### src/rtl/registros_rx.sv
// Frame receiver: locks onto an active-low frame marker, collects NUM_DATOS
// bytes from the serial stream and commits them as one parallel frame.
module registros_rx #(
  parameter int unsigned FRAME_LEN = 23,
  parameter int unsigned NUM_DATOS = 11
) (
  input  logic       i_clk,
  input  logic       i_reset,
  input  logic       i_bit_inicio,
  input  logic [7:0] i_data_in,
  output logic [7:0] o_datos0,
  output logic [7:0] o_datos1,
  output logic [7:0] o_datos2,
  output logic [7:0] o_datos3,
  output logic [7:0] o_datos4,
  output logic [7:0] o_datos5,
  output logic [7:0] o_datos6,
  output logic [7:0] o_datos7,
  output logic [7:0] o_datos8,
  output logic [7:0] o_datos9,
  output logic [7:0] o_datos10,
  output logic       o_frame_valid,
  output logic       o_frame_error,
  output logic       o_locked,
  output logic [7:0] o_frame_count
);

  localparam logic [4:0] LastSlot   = 5'(FRAME_LEN - 1);
  // The last data byte arrives in this slot and is committed straight from the input.
  localparam logic [4:0] CommitSlot = 5'(NUM_DATOS);

  typedef enum logic [0:0] {StHunt, StLocked} state_e;

  state_e     r_state;
  state_e     w_state_d;
  logic [4:0] r_slot;
  logic [4:0] w_slot_d;

  logic       w_commit;
  logic       w_error;
  logic       w_capture;

  logic [7:0] r_shadow [NUM_DATOS-1];
  logic [7:0] r_datos  [NUM_DATOS];
  logic       r_frame_valid;
  logic       r_frame_error;
  logic [7:0] r_frame_count;

  // State and slot counter register.
  always_ff @(posedge i_clk) begin
    if (i_reset) begin
      r_state <= StHunt;
      r_slot  <= 5'd0;
    end else begin
      r_state <= w_state_d;
      r_slot  <= w_slot_d;
    end
  end

  // Next-state logic: any marker restarts the frame at slot 0.
  always_comb begin
    w_state_d = r_state;
    w_slot_d  = r_slot;
    unique case (r_state)
      StHunt: begin
        w_slot_d = 5'd0;
        if (!i_bit_inicio) begin
          w_state_d = StLocked;
        end
      end
      StLocked: begin
        if (!i_bit_inicio) begin
          w_slot_d = 5'd0;
        end else if (r_slot == LastSlot) begin
          w_state_d = StHunt;
          w_slot_d  = 5'd0;
        end else begin
          w_slot_d = r_slot + 5'd1;
        end
      end
      default: begin
        w_state_d = StHunt;
        w_slot_d  = 5'd0;
      end
    endcase
  end

  // Event decode: a marker in the commit slot wins over the commit.
  always_comb begin
    w_error   = 1'b0;
    w_commit  = 1'b0;
    w_capture = 1'b0;
    if (r_state == StLocked) begin
      w_error   = (!i_bit_inicio && (r_slot != LastSlot)) ||
                  ( i_bit_inicio && (r_slot == LastSlot));
      w_commit  = i_bit_inicio && (r_slot == CommitSlot);
      w_capture = i_bit_inicio && (r_slot != 5'd0) && (r_slot < CommitSlot);
    end
  end

  // Shadow capture, frame commit, status pulses and frame counter.
  always_ff @(posedge i_clk) begin
    if (i_reset) begin
      for (int k = 0; k < int'(NUM_DATOS) - 1; k++) begin
        r_shadow[k] <= 8'd0;
      end
      for (int k = 0; k < int'(NUM_DATOS); k++) begin
        r_datos[k] <= 8'd0;
      end
      r_frame_valid <= 1'b0;
      r_frame_error <= 1'b0;
      r_frame_count <= 8'd0;
    end else begin
      r_frame_valid <= w_commit;
      r_frame_error <= w_error;
      for (int k = 0; k < int'(NUM_DATOS) - 1; k++) begin
        if (w_capture && (r_slot == 5'(k + 1))) begin
          r_shadow[k] <= i_data_in;
        end
      end
      if (w_commit) begin
        for (int k = 0; k < int'(NUM_DATOS) - 1; k++) begin
          r_datos[k] <= r_shadow[k];
        end
        r_datos[NUM_DATOS-1] <= i_data_in;
        r_frame_count        <= r_frame_count + 8'd1;
      end
    end
  end

  assign o_datos0      = r_datos[0];
  assign o_datos1      = r_datos[1];
  assign o_datos2      = r_datos[2];
  assign o_datos3      = r_datos[3];
  assign o_datos4      = r_datos[4];
  assign o_datos5      = r_datos[5];
  assign o_datos6      = r_datos[6];
  assign o_datos7      = r_datos[7];
  assign o_datos8      = r_datos[8];
  assign o_datos9      = r_datos[9];
  assign o_datos10     = r_datos[10];
  assign o_frame_valid = r_frame_valid;
  assign o_frame_error = r_frame_error;
  assign o_frame_count = r_frame_count;
  assign o_locked      = (r_state == StLocked);

endmodule

### config.mk
export PLATFORM = sky130hd
export DESIGN_NAME = registros_rx
export DESIGN_NICKNAME = d
export VERILOG_FILES = /design/src/rtl/registros_rx.sv
export SDC_FILE = /design/constraint.sdc
export NUM_CORES = 1
export LEC_CHECK = 0
export ABC_AREA = 1
export ABC_CLOCK_PERIOD_IN_PS = 4450
export BUFFER_PORTS_ARGS = -buffer_cell sky130_fd_sc_hd__buf_2
export CAP_MARGIN = 20
export CELL_PAD_IN_SITES_DETAIL_PLACEMENT = 0
export CELL_PAD_IN_SITES_GLOBAL_PLACEMENT = 2
export CORE_ASPECT_RATIO = 0.8
export CORE_MARGIN = 4
export CORE_UTILIZATION = 38
export CTS_CLUSTER_DIAMETER = 60
export DETAILED_ROUTE_END_ITERATION = 16
export HOLD_SLACK_MARGIN = 0.12
export PLACE_DENSITY = 0.88
export SLEW_MARGIN = 20
export SYNTH_ARGS = -nofsm -noshare
export SYNTH_HDL_FRONTEND = slang
export SYNTH_SLANG_ARGS = --single-unit
### constraint.sdc
create_clock -name i_clk -period 4.45 [get_ports i_clk]
set_input_delay 0 -clock i_clk [delete_from_list [all_inputs] [get_ports i_clk]]
set_output_delay 0 -clock i_clk [all_outputs]
set_load 0.02 [all_outputs]
### After elaboration in Yosys (flattened, before gate mapping)

Memory sizes are Yosys's and may differ from the RTL's.
Cells that the tools add are included.

* input port bits: 11
* logic and storage cells: 129
* bits in read-only memories: 0
* memory bits (writable): 168
* bits in registers: 16
* bits in latches: 0
* memories kept: 2
* output and inout bits: 99

* bitwise gates (word level): 22
* multiplexer cells: 65
* equality and inequality tests: 13
* add/sub/neg operators: 2
* order comparisons: 1
* shift operators: 0
* reductions and logical operators: 19
* multipliers: 0
* divide/modulo/power cells: 0

Memory list
* r_datos: depth 11, width 8, rd ports 11, clocked after memory_dff 0, write ports 11, RTL line 44 `logic [7:0] r_datos [NUM_DATOS];`
* r_shadow: depth 10, width 8, rd ports 10, clocked after memory_dff 0, write ports 10, RTL line 43 `logic [7:0] r_shadow [NUM_DATOS-1];`

Operators with widths (count)
* 2-to-1 mux 8 bit: 21
* 2-to-1 mux 1 bit: 40
* OR 1 bit: 21
* == test 5 x 3 -> 1 bit, second input constant: 4
* == test 5 x 4 -> 1 bit, second input constant: 4
* logical AND 1 bit: 15
* == test 5 x 2 -> 1 bit, second input constant: 2
* 2-to-1 mux 5 bit: 2
* one-hot mux 5 bit (2 select lines): 1
* adder 8 x 1 -> 8 bit, second input constant: 1
* adder 5 x 1 -> 5 bit, second input constant: 1
* == test 5 x 1 -> 1 bit, second input constant: 1
* == test 5 bit, second input constant: 1
* < comparator 5 x 4 -> 1 bit, second input constant: 1
* != test 5 bit, second input constant: 1
* nonzero test 5 bit: 1
* one-hot mux 1 bit (2 select lines): 1
* OR reduction 2 bit: 1
* zero test 1 bit: 1
* logical OR 1 bit: 1
* NOT 1 bit: 1

### Depth between registers and ports, before layout

Gate-level depths: netlist of the first run.

* word-level depth: 9
* depth in mapped cells: 9
* mapped depth without buffers: 9

### Worst setup path before layout of the first run

Ideal clock, no wire load.

* path kind: register -> register
* start: register r_slot[0]
* end: memory r_datos[0][0], enable pin
* period minus slack after synthesis: 3272 ps
* path buffers: 0
* required time: 4000 ps
* setup slack: 1178 ps
* data arrival time: 2822 ps
* stages on the path, launching flop included: 6
* library setup time: 450 ps
* path through: dfxtp_1 > ha_1 > inv_1 > nor2_1 > nand2_1 > nand2_1

RTL lines
* from (decl): RTL line 36 `logic [4:0] r_slot;`
* from (signal assigned): RTL line 56 `r_slot <= w_slot_d;`
* to (decl): RTL line 44

==> flow_summary.yaml, run 1 <==
clock_network:
  cts_buffers: 17
  cts_tree: "done"
  cts_setup_buffers: 0
  ctsLongestPathBuffers: 2
  htree_levels: 4
  insertion_delay_ns: 0.44
  cts_sinks: 184
  hold_buffers: 2
  root_buffer: "clkbuf_16"
  clk_pin_slew_ns: 0.07
  post_cts_resized: 0
worst_setup_path:
  cp.arrival_ns: 2.50
  required_ns: 4.57
  critPathLaunch: "r_slot[3]$_SDFF_PP0_"
  worstSetupPathType: "reg2reg"
  worstSetupEndpointType: "flip-flop"
  crit_end: "r_shadow[9][3]$_SDFFCE_PN0P_"
  path_max_fanout: 9
  timing.rr.end: "r_shadow[9][3]$_SDFFCE_PN0P_"
  r2r_slack_ns: 2.07
  ff2ff_path_depth: 6
  crit_path_start_kind: "flip-flop"
  worstReg2RegStart: "r_slot[3]$_SDFF_PP0_"
synthesis:
  synth_nets: 615
  synth_area_leaders: "edfxtp_1 (70%), nor2_1 (9.6%), inv_1 (5.6%)"
  synth_most_common_cell: "nor2_1"
  syn_avg_cell_area_um2: 12.1
  synth_top_area_share_pct: 69.9
  syn_inst: 598
  yosys_warnings: 0
  ys_types: 26
  yosysTopAreaCell: "edfxtp_1"
  seq_area_frac_synth_pct: 74.3
  synthFlopType: "edfxtp_1"
  synth_edf_count: 168
  synth_commonest_cells: "nor2_1 (185), edfxtp_1 (168), inv_1 (107)"
  netlist_area_um2: 7220
  async_flop_share_pct: 0
  synth-seq-cells: 184
placed_design:
  place_congestion: 0.847
  placed_area_um2: 8000
  dp_slack_ns: 1.97
  io_buffers: 109
  hpwlAfterDp_mm: 9.36
grt:
  grt-ovfl-total: 0
  grt_pass1_vias: 4293
  grt_start_max_net_pins: 90
  antenna_found_initial: 0
  grt_pass1_wl_mm: 22.5
  grtUsageTotal_pct: 13.7
finish:
  drive_gt1_share_pct: 22.8
  syn_to_final_growth_pct: 19.3
  postLayoutCellArea_um2: 8620
  diodes: 0
  nNetsFinal: 727
floorplanning:
  core_area_um2: 18400
  die_height_um: 131
  rows: 44
  io_pins: 110
  dieArea_um2: 21300
  start_util_pct: 39.3
  fp.dieW_um: 162
route:
  vias_per_cell: 4.44
  firstDrtPassIters: 7
  drt_iter0_drc: 320
  routedWlPerCell_um: 14.4
  wirelength_mm: 14.0
  drc: 0
  drtAntennaViolNets: 0
  vias: 4331
run:
  cap_violations: 0
sta:
  setup_viol: 0
  fin_crit_ns: 2.38
  fin_worst_skew_ns: 0.00757
  relSlewSlack_pct: 51.8
  drv_slew: 0
  grt_setup_unrepaired: "no"
  fmax_mhz: 420
  setup_ws_ns: 2.07
  worstMarginPinSlew_ns: 0.721
  hold_viol: 0
  setup_tns_ns: 0
  finalCritPeriodShare_pct: 53.4
min_path:
  hold_class: "in2reg"
  hold_start: "i_data_in[7]"
power:
  power_density_nw_per_um2: 417
  leakage_uw: 0.00354
  ir_drop_v: 0.000241
outcome:
  status: "finished clean"
## final cells by class
type | instances | area, µm²
Sequential cell | 184 | 5370
Timing Repair Buffer | 114 | 588
Multi-Input combinational cell | 281 | 1330
Clock inverter | 15 | 168
Fill cell | 1696 | 9770
Inverter | 112 | 420
Tap cell | 253 | 317
Clock buffer | 17 | 425
## layer usage
metal  global-route usage, %  share of wire (%)
met4                    4.51                1.4
met1                    18.8                 46
met3                    4.16                7.0
met2                    20.9                 45
met5                       0                  0
## worst max-delay path, cell delays in order, from the launching register on
cell     delay [ns]
dfxtp_1        0.49
inv_2          0.10
nor2_1         0.21
nand4_1        0.49
buf_4          0.39
nand3_4        0.15
nand2_1        0.23
## cells by family (layout without fill, tap and decap cells)
| family | count (synthesis) | after routing | share of synthesized area (%) |
|---|---|---|---|
| buffers and inverters | 133 | 258 | 7.49 |
| adder cells (fa/ha/maj) | 6 | 6 | 1.04 |
| AO/OA/AOI/OAI | 8 | 8 | 0.780 |
| XOR/XNOR | 2 | 2 | 0.243 |
| AND/OR/NAND/NOR | 265 | 265 | 16.1 |
| flip-flops | 184 | 184 | 74.3 |
## stage by stage
step	std cells	total power, µW	hold WS (ns)	utilization (%)
after floorplan	598	2080	0.0768	-
after global placement	942	2140	0.206	43.5
after global routing	976	3700	0.289	46.9
after CTS	976	3620	0.263	46.8
after detailed placement	942	2150	0.211	43.5
final	976	3590	0.250	46.9
## how the worst min path moves through the flow
stage	depth (start not counted)	to
2_1_floorplan	1	o_frame_error$_SDFF_PP0_
3_3_place_gp	2	o_locked$_SDFF_PP0_
3_5_place_dp	2	o_locked$_SDFF_PP0_
4_1_cts	3	r_datos[10][7]$_SDFFCE_PP0P_
5_1_grt	3	r_datos[10][7]$_SDFFCE_PP0P_
6_report	3	r_datos[10][7]$_SDFFCE_PP0P_
## registers in the layout, summed over array words and instances (netlist names)
name           cells
r_datos           88
r_shadow          80
o_frame_count      8
r_slot             5
o_frame_error      1
o_frame_valid      1
o_locked           1
## placed cells by master, fill, tap and decap left out, drive strengths merged, types with 6 or more instances in the layout
cell type  netlist  layout
buf             12     112
clkbuf           9      17
clkinv           1       8
dfxtp           16      16
edfxtp         168     168
ha               6       6
inv            111     116
nand2           52      52
nand3           14      14
nand4            6       6
nor2           187     187
nor3             6       6
## where the power goes
group / total, µW / internal [µW] / leakage (µW) / switching [µW]
Sequential: 1950 / 1930 / 0.00187 / 15.9
Combinational: 156 / 34.4 / 0.00139 / 121
Clock: 1490 / 796 / 0.000287 / 691
No activity file was read; power rests on OpenSTA's default activity.
==> run 2, diff against run 1 <==
ABC_CLOCK_PERIOD_IN_PS = 2260   (was 4450)
clock period = 2.26 ns   (was 4.45 ns; I/O delays follow)
==> flow_summary.yaml, run 2 (synthesis results as in run 1) <==
sta:
  finalCritPeriodShare_pct: 91.1
  drv_slew: 0
  setup_ws_ns: 0.202
  timing.hold.ws_ns: 0.267
  relSlewSlack_pct: 57.0
  setup_viol: 0
  worstMarginPinSlew_ns: 0.643
  grt_setup_unrepaired: "no"
  fmax_mhz: 486
  hold_viol: 0
  fin_worst_skew_ns: 0.0112
  fin_crit_ns: 2.06
  setup_tns_ns: 0
floorplanning:
  die_height_um: 131
  start_util_pct: 39.3
  rows: 44
  fp.dieW_um: 162
  io_pins: 110
  dieArea_um2: 21300
  core_area_um2: 18400
finish:
  top_register: "r_datos"
  nNetsFinal: 735
  syn_to_final_growth_pct: 21.2
  layout_commonest_cell: "nor2_1"
  final_cell_mix: "nor2_1 (185), edfxtp_1 (168), buf_2 (109), inv_1 (107), nand2_1 (49)"
  diodes: 0
  fill_cells: 1701
  drive_gt1_share_pct: 23.4
  largest_reg_flops: 88
power:
  internal_power_uw: 5560
  ir_drop_v: 0.000456
  power_density_nw_per_um2: 819
  p_switching_uw: 1610
  pwr-share-clk_pct: 42.0
  seq_power_share_pct: 53.5
  combPwrFrac_pct: 4.5
  switching_share_pct: 22.4
  leakage_uw: 0.00361
worst_setup_path:
  worstSetupEndpointType: "flip-flop"
  crit_path_start_kind: "flip-flop"
  r2r_slack_ns: 0.20
  slowest_stage: "dfxtp_1"
  worstSetupPathType: "reg2reg"
  path_max_fanout: 9
  required_ns: 2.36
  cp.arrival_ns: 2.16
  max_stage_delay_ns: 0.43
  crit_path_cell_trace: "inv_1, ha_1, nand2_2, inv_2, a31oi_4, buf_12, nand3_4, nand2_1"
grt:
  grtUsageTotal_pct: 13.7
  grt_pass1_wl_mm: 22.5
  antenna_found_initial: 0
  grt_pass1_vias: 4489
  grt_start_max_net_pins: 61
  grt-ovfl-total: 0
clock_network:
  ctsLongestPathBuffers: 2
  cts_tree: "done"
  clk_pin_slew_ns: 0.07
  cts_sinks: 184
  cts_setup_buffers: 0
  insertion_delay_ns: 0.43
  htree_levels: 4
  cts_buffers: 17
  root_buffer: "clkbuf_16"
run:
  cap_violations: 0
route:
  routedWlPerCell_um: 14.5
  vias_per_cell: 4.39
  vias: 4322
  drc: 0
  drtAntennaViolNets: 0
  drt_iter0_drc: 272
  wirelength_mm: 14.3
  firstDrtPassIters: 4
placed_design:
  io_buffers: 109
  hpwlAfterDp_mm: 10.0
  dp_slack_ns: 0.203
  place_congestion: 0.809
min_path:
  hold_class: "in2reg"
outcome:
  status: "finished clean"
run 2: changes by cell type in the layout (fill, tap and decap cells not counted):
| cell | delta |
|---|---|
| nand2_4 | +1 |
| inv_6 | +1 |
| inv_8 | -1 |
| buf_4 | +2 |
| clkinv_1 | +1 |
| clkinv_2 | -2 |
| buf_12 | +5 |
| bufinv_16 | +1 |
| nand2_8 | -1 |
| dlygate4sd3_1 | +1 |
run 2: power groups by stage:
stage	clock (µW)	sequential [µW]	combinational [µW]
finish	3010	3840	321
global route	3220	3850	348
CTS	3080	3840	327
detailed placement	0	3920	322
global placement	0	3910	314
floorplan	0	3990	104
run 2: critical path, delay by kind of cell (launching register included):
kind,cells,cell delay [ns]
fa+ha+maj,1,0.21
flops,1,0.43
compound gates,1,0.26
simple gates,3,0.49
buf+inv,3,0.32
run 2: path summary, 6_finish.rpt:
kind / end / start / cells past startpoint
max: r_shadow[1][6]$_SDFFCE_PN0P_ / r_slot[0]$_SDFF_PP0_ / 8
min: r_datos[10][7]$_SDFFCE_PP0P_ / i_data_in[7] / 3
max reg2reg: r_shadow[1][6]$_SDFFCE_PN0P_ / r_slot[0]$_SDFF_PP0_ / 8
min reg2reg: o_locked$_SDFF_PP0_ / o_locked$_SDFF_PP0_ / 2
run 2: timing repair:
action                                 in CTS  in global routing
endpoints found under the hold margin      12                  0
setup endpoints to repair                   0                  0
hold buffers                                3                  0
gates resized for setup                     0                  0
run 2: final cells by class:
cell class	count	area [µm²]	area share, %
clock buffers	17	425	4.86
clock inverters	15	189	2.16
inverters	112	420	4.80
multi-input cells	281	1330	15.1
flip-flops and latches	184	5370	61.3
well taps	253	317	3.62
repair buffers	122	713	8.15
run 2: metrics by stage:
step                      power (µW)  instance area, µm²  utilization, %  std cells
after detailed placement        4240                8110            44.1        949
after CTS                       7250                8750            47.6        984
after global placement          4230                8110            44.1        949
after global routing            7420                8750            47.6        984
final                           7170                8750            47.6        984
after floorplan                 4100                7230               -        598
run 2: routing by layer:
metal	vias up	GRT usage, %	routed length [µm]
li1	2147	-	-
met2	134	21.3	6490
met3	11	4.63	1090
met5	-	0	0
met4	0	5.12	156
met1	2030	18.1	6520
==> run 3, diff against run 2 <==
ABC_AREA = 0   (was 1)
CORE_UTILIZATION = 39   (was 38)
PLACE_DENSITY = 0.87   (was 0.88)
==> flow_summary.yaml, run 3 <==
outcome:
  status: "finished clean"
grt:
  grt_pass1_wl_mm: 21.5
  antenna_found_initial: 0
  grtUsageTotal_pct: 14.0
  grt_start_max_net_pins: 88
  grt-ovfl-total: 0
  grt_pass1_vias: 4018
clock_network:
  clk_pin_slew_ns: 0.07
  post_cts_resized: 0
  htree_levels: 4
  root_buffer: "clkbuf_16"
  cts_sinks: 184
  cts_buffers: 17
  cts_tree: "done"
  ctsLongestPathBuffers: 2
  insertion_delay_ns: 0.43
min_path:
  hold_start: "i_data_in[0]"
  hold_class: "in2reg"
sta:
  hold_viol: 0
  relSlewSlack_pct: 53.0
  setup_tns_ns: 0
  timing.hold.ws_ns: 0.259
  worstMarginPinSlew_ns: 0.705
  fin_worst_skew_ns: 0.0137
  fin_crit_ns: 1.94
  drv_slew: 0
  grt_setup_unrepaired: "no"
  setup_viol: 0
  finalCritPeriodShare_pct: 85.7
  fmax_mhz: 516
finish:
  top_register: "r_datos"
  diodes: 0
  syn_to_final_growth_pct: 21.4
  final_cell_mix: "edfxtp_1 (168), buf_2 (109), nor2_1 (87), and2_1 (80), nand2b_1 (18)"
  layout_commonest_cell: "edfxtp_1"
  postLayoutCellArea_um2: 8500
  largest_reg_flops: 88
  fill_cells: 1514
  drive_gt1_share_pct: 26.6
  fin_util_pct: 48.6
  nNetsFinal: 614
worst_setup_path:
  crit_path_start_kind: "flip-flop"
  path_max_fanout: 9
  worstSetupEndpointType: "flip-flop"
  required_ns: 2.35
  worstSetupPathType: "reg2reg"
  crit_buf_inv: 0
  r2r_slack_ns: 0.32
  slowest_stage: "dfxtp_1"
  cp_top_family: "simple AND/OR/NAND/NOR gates"
  max_stage_delay_ns: 0.50
  critPathLaunch: "r_slot[3]$_SDFF_PP0_"
  cp.arrival_ns: 2.03
  worstReg2RegStart: "r_slot[3]$_SDFF_PP0_"
  crit_path_cell_trace: "nor2b_1, nand4_1, nand2b_1"
floorplanning:
  dieArea_um2: 20200
  fp.dieW_um: 158
  core_area_um2: 17500
  io_pins: 110
  rows: 43
  start_util_pct: 40.1
  die_height_um: 128
power:
  power_density_nw_per_um2: 840
  p_switching_uw: 1440
  pwr-share-clk_pct: 41.7
  switching_share_pct: 20.1
  seq_power_share_pct: 53.9
  finalPower_uw: 7140
  leakage_uw: 0.00332
  combPwrFrac_pct: 4.4
  internal_power_uw: 5700
  ir_drop_v: 0.000482
route:
  firstDrtPassIters: 5
  drc: 0
  vias: 3884
  wirelength_mm: 13.6
  vias_per_cell: 4.65
  routedWlPerCell_um: 16.3
  drt_iter0_drc: 264
  drtAntennaViolNets: 0
synthesis:
  synthFlopType: "edfxtp_1"
  synth_most_common_cell: "edfxtp_1"
  syn_inst: 472
  synth_nets: 489
  async_flop_share_pct: 0
  yosysTopAreaCell: "edfxtp_1"
  synth_top_area_share_pct: 72.0
  yosys_warnings: 0
  synth_edf_count: 168
  netlist_area_um2: 7000
  seq_area_frac_synth_pct: 76.6
  synth_commonest_cells: "edfxtp_1 (168), nor2_1 (87), and2_1 (80)"
  syn_avg_cell_area_um2: 14.8
  ys_types: 36
  synth_area_leaders: "edfxtp_1 (72%), and2_1 (7.1%), nor2_1 (4.7%)"
  synth-seq-cells: 184
placed_design:
  placed_area_um2: 7820
  io_buffers: 109
  place_congestion: 0.739
  hpwlAfterDp_mm: 9.22
run:
  cap_violations: 0
-- run 3: cell count changes in the layout (fill, tap and decap cells not counted), moves of 6 or more --
cell      before  now
and2_1         0   80
buf_4          5   12
inv_1        107   13
nand2_1       49    3
nand2b_1       0   18
nand3_1        5   11
nand3_4        9    0
nor2_1       185   87
-- run 3: layout make-up --
cell class	instances	area [µm²]	area share, %
flip-flops and latches	184	5370	63.2
inverters	13	48.8	0.574
repair buffers	130	736	8.65
clock buffers	21	460	5.41
multi-input cells	251	1460	17.1
clock inverters	11	146	1.72
well taps	225	282	3.31
-- run 3: cell families (layout without fill, tap and decap cells) --
group | Yosys count | count (layout) | share of synthesized area (%)
compound gates | 16 | 16 | 1.36
xor+xnor | 3 | 3 | 0.375
fa+ha+maj | 6 | 6 | 1.07
buf+inv | 37 | 175 | 2.91
flops | 184 | 184 | 76.6
mux | 1 | 1 | 0.161
simple gates | 225 | 225 | 17.5
-- run 3: power by group through the flow --
stage | logic, µW | clock network [µW] | registers (µW)
2_1_floorplan | 92.9 | 0 | 4000
3_3_place_gp | 304 | 0 | 3920
3_5_place_dp | 310 | 0 | 3920
4_1_cts | 321 | 3040 | 3850
5_1_grt | 337 | 3200 | 3860
6_report | 313 | 2980 | 3850
-- run 3: final timing paths --
path	endpoint	cells past startpoint
max reg2reg	r_shadow[7][5]$_SDFFCE_PN0P_	3
min	r_datos[10][0]$_SDFFCE_PP0P_	3
max	r_shadow[7][5]$_SDFFCE_PN0P_	3
min reg2reg	r_slot[0]$_SDFF_PP0_	1
-- run 3: repair_timing --
item,in CTS,in global routing
endpoints found under the hold margin,64,0
setup buffers,0,0
hold buffers,8,0
-- run 3: worst reg2reg max path: stages (launching register included) --
cell	delay, ns
dfxtp_1	0.50
nor2b_1	0.34
nand4_1	0.36
nand2b_1	0.40
-- run 3: per-layer routing --
| metal | wire [µm] | vias up | global-route usage [%] |
|---|---|---|---|
| met5 | 0 | - | 0 |
| met4 | 93 | 0 | 4.20 |
| met3 | 909 | 6 | 4.49 |
| met2 | 6490 | 102 | 21.9 |
| met1 | 6150 | 1880 | 18.8 |
| li1 | - | 1896 | - |
-- run 3: through the flow --
| stage | setup WS [ns] | instances |
|---|---|---|
| 2_1_floorplan | -0.325 | 472 |
| 3_3_place_gp | 0.503 | 795 |
| 5_1_grt | 0.209 | 835 |
| 4_1_cts | 0.362 | 835 |
| 6_report | 0.323 | 835 |
| 3_5_place_dp | 0.368 | 795 |
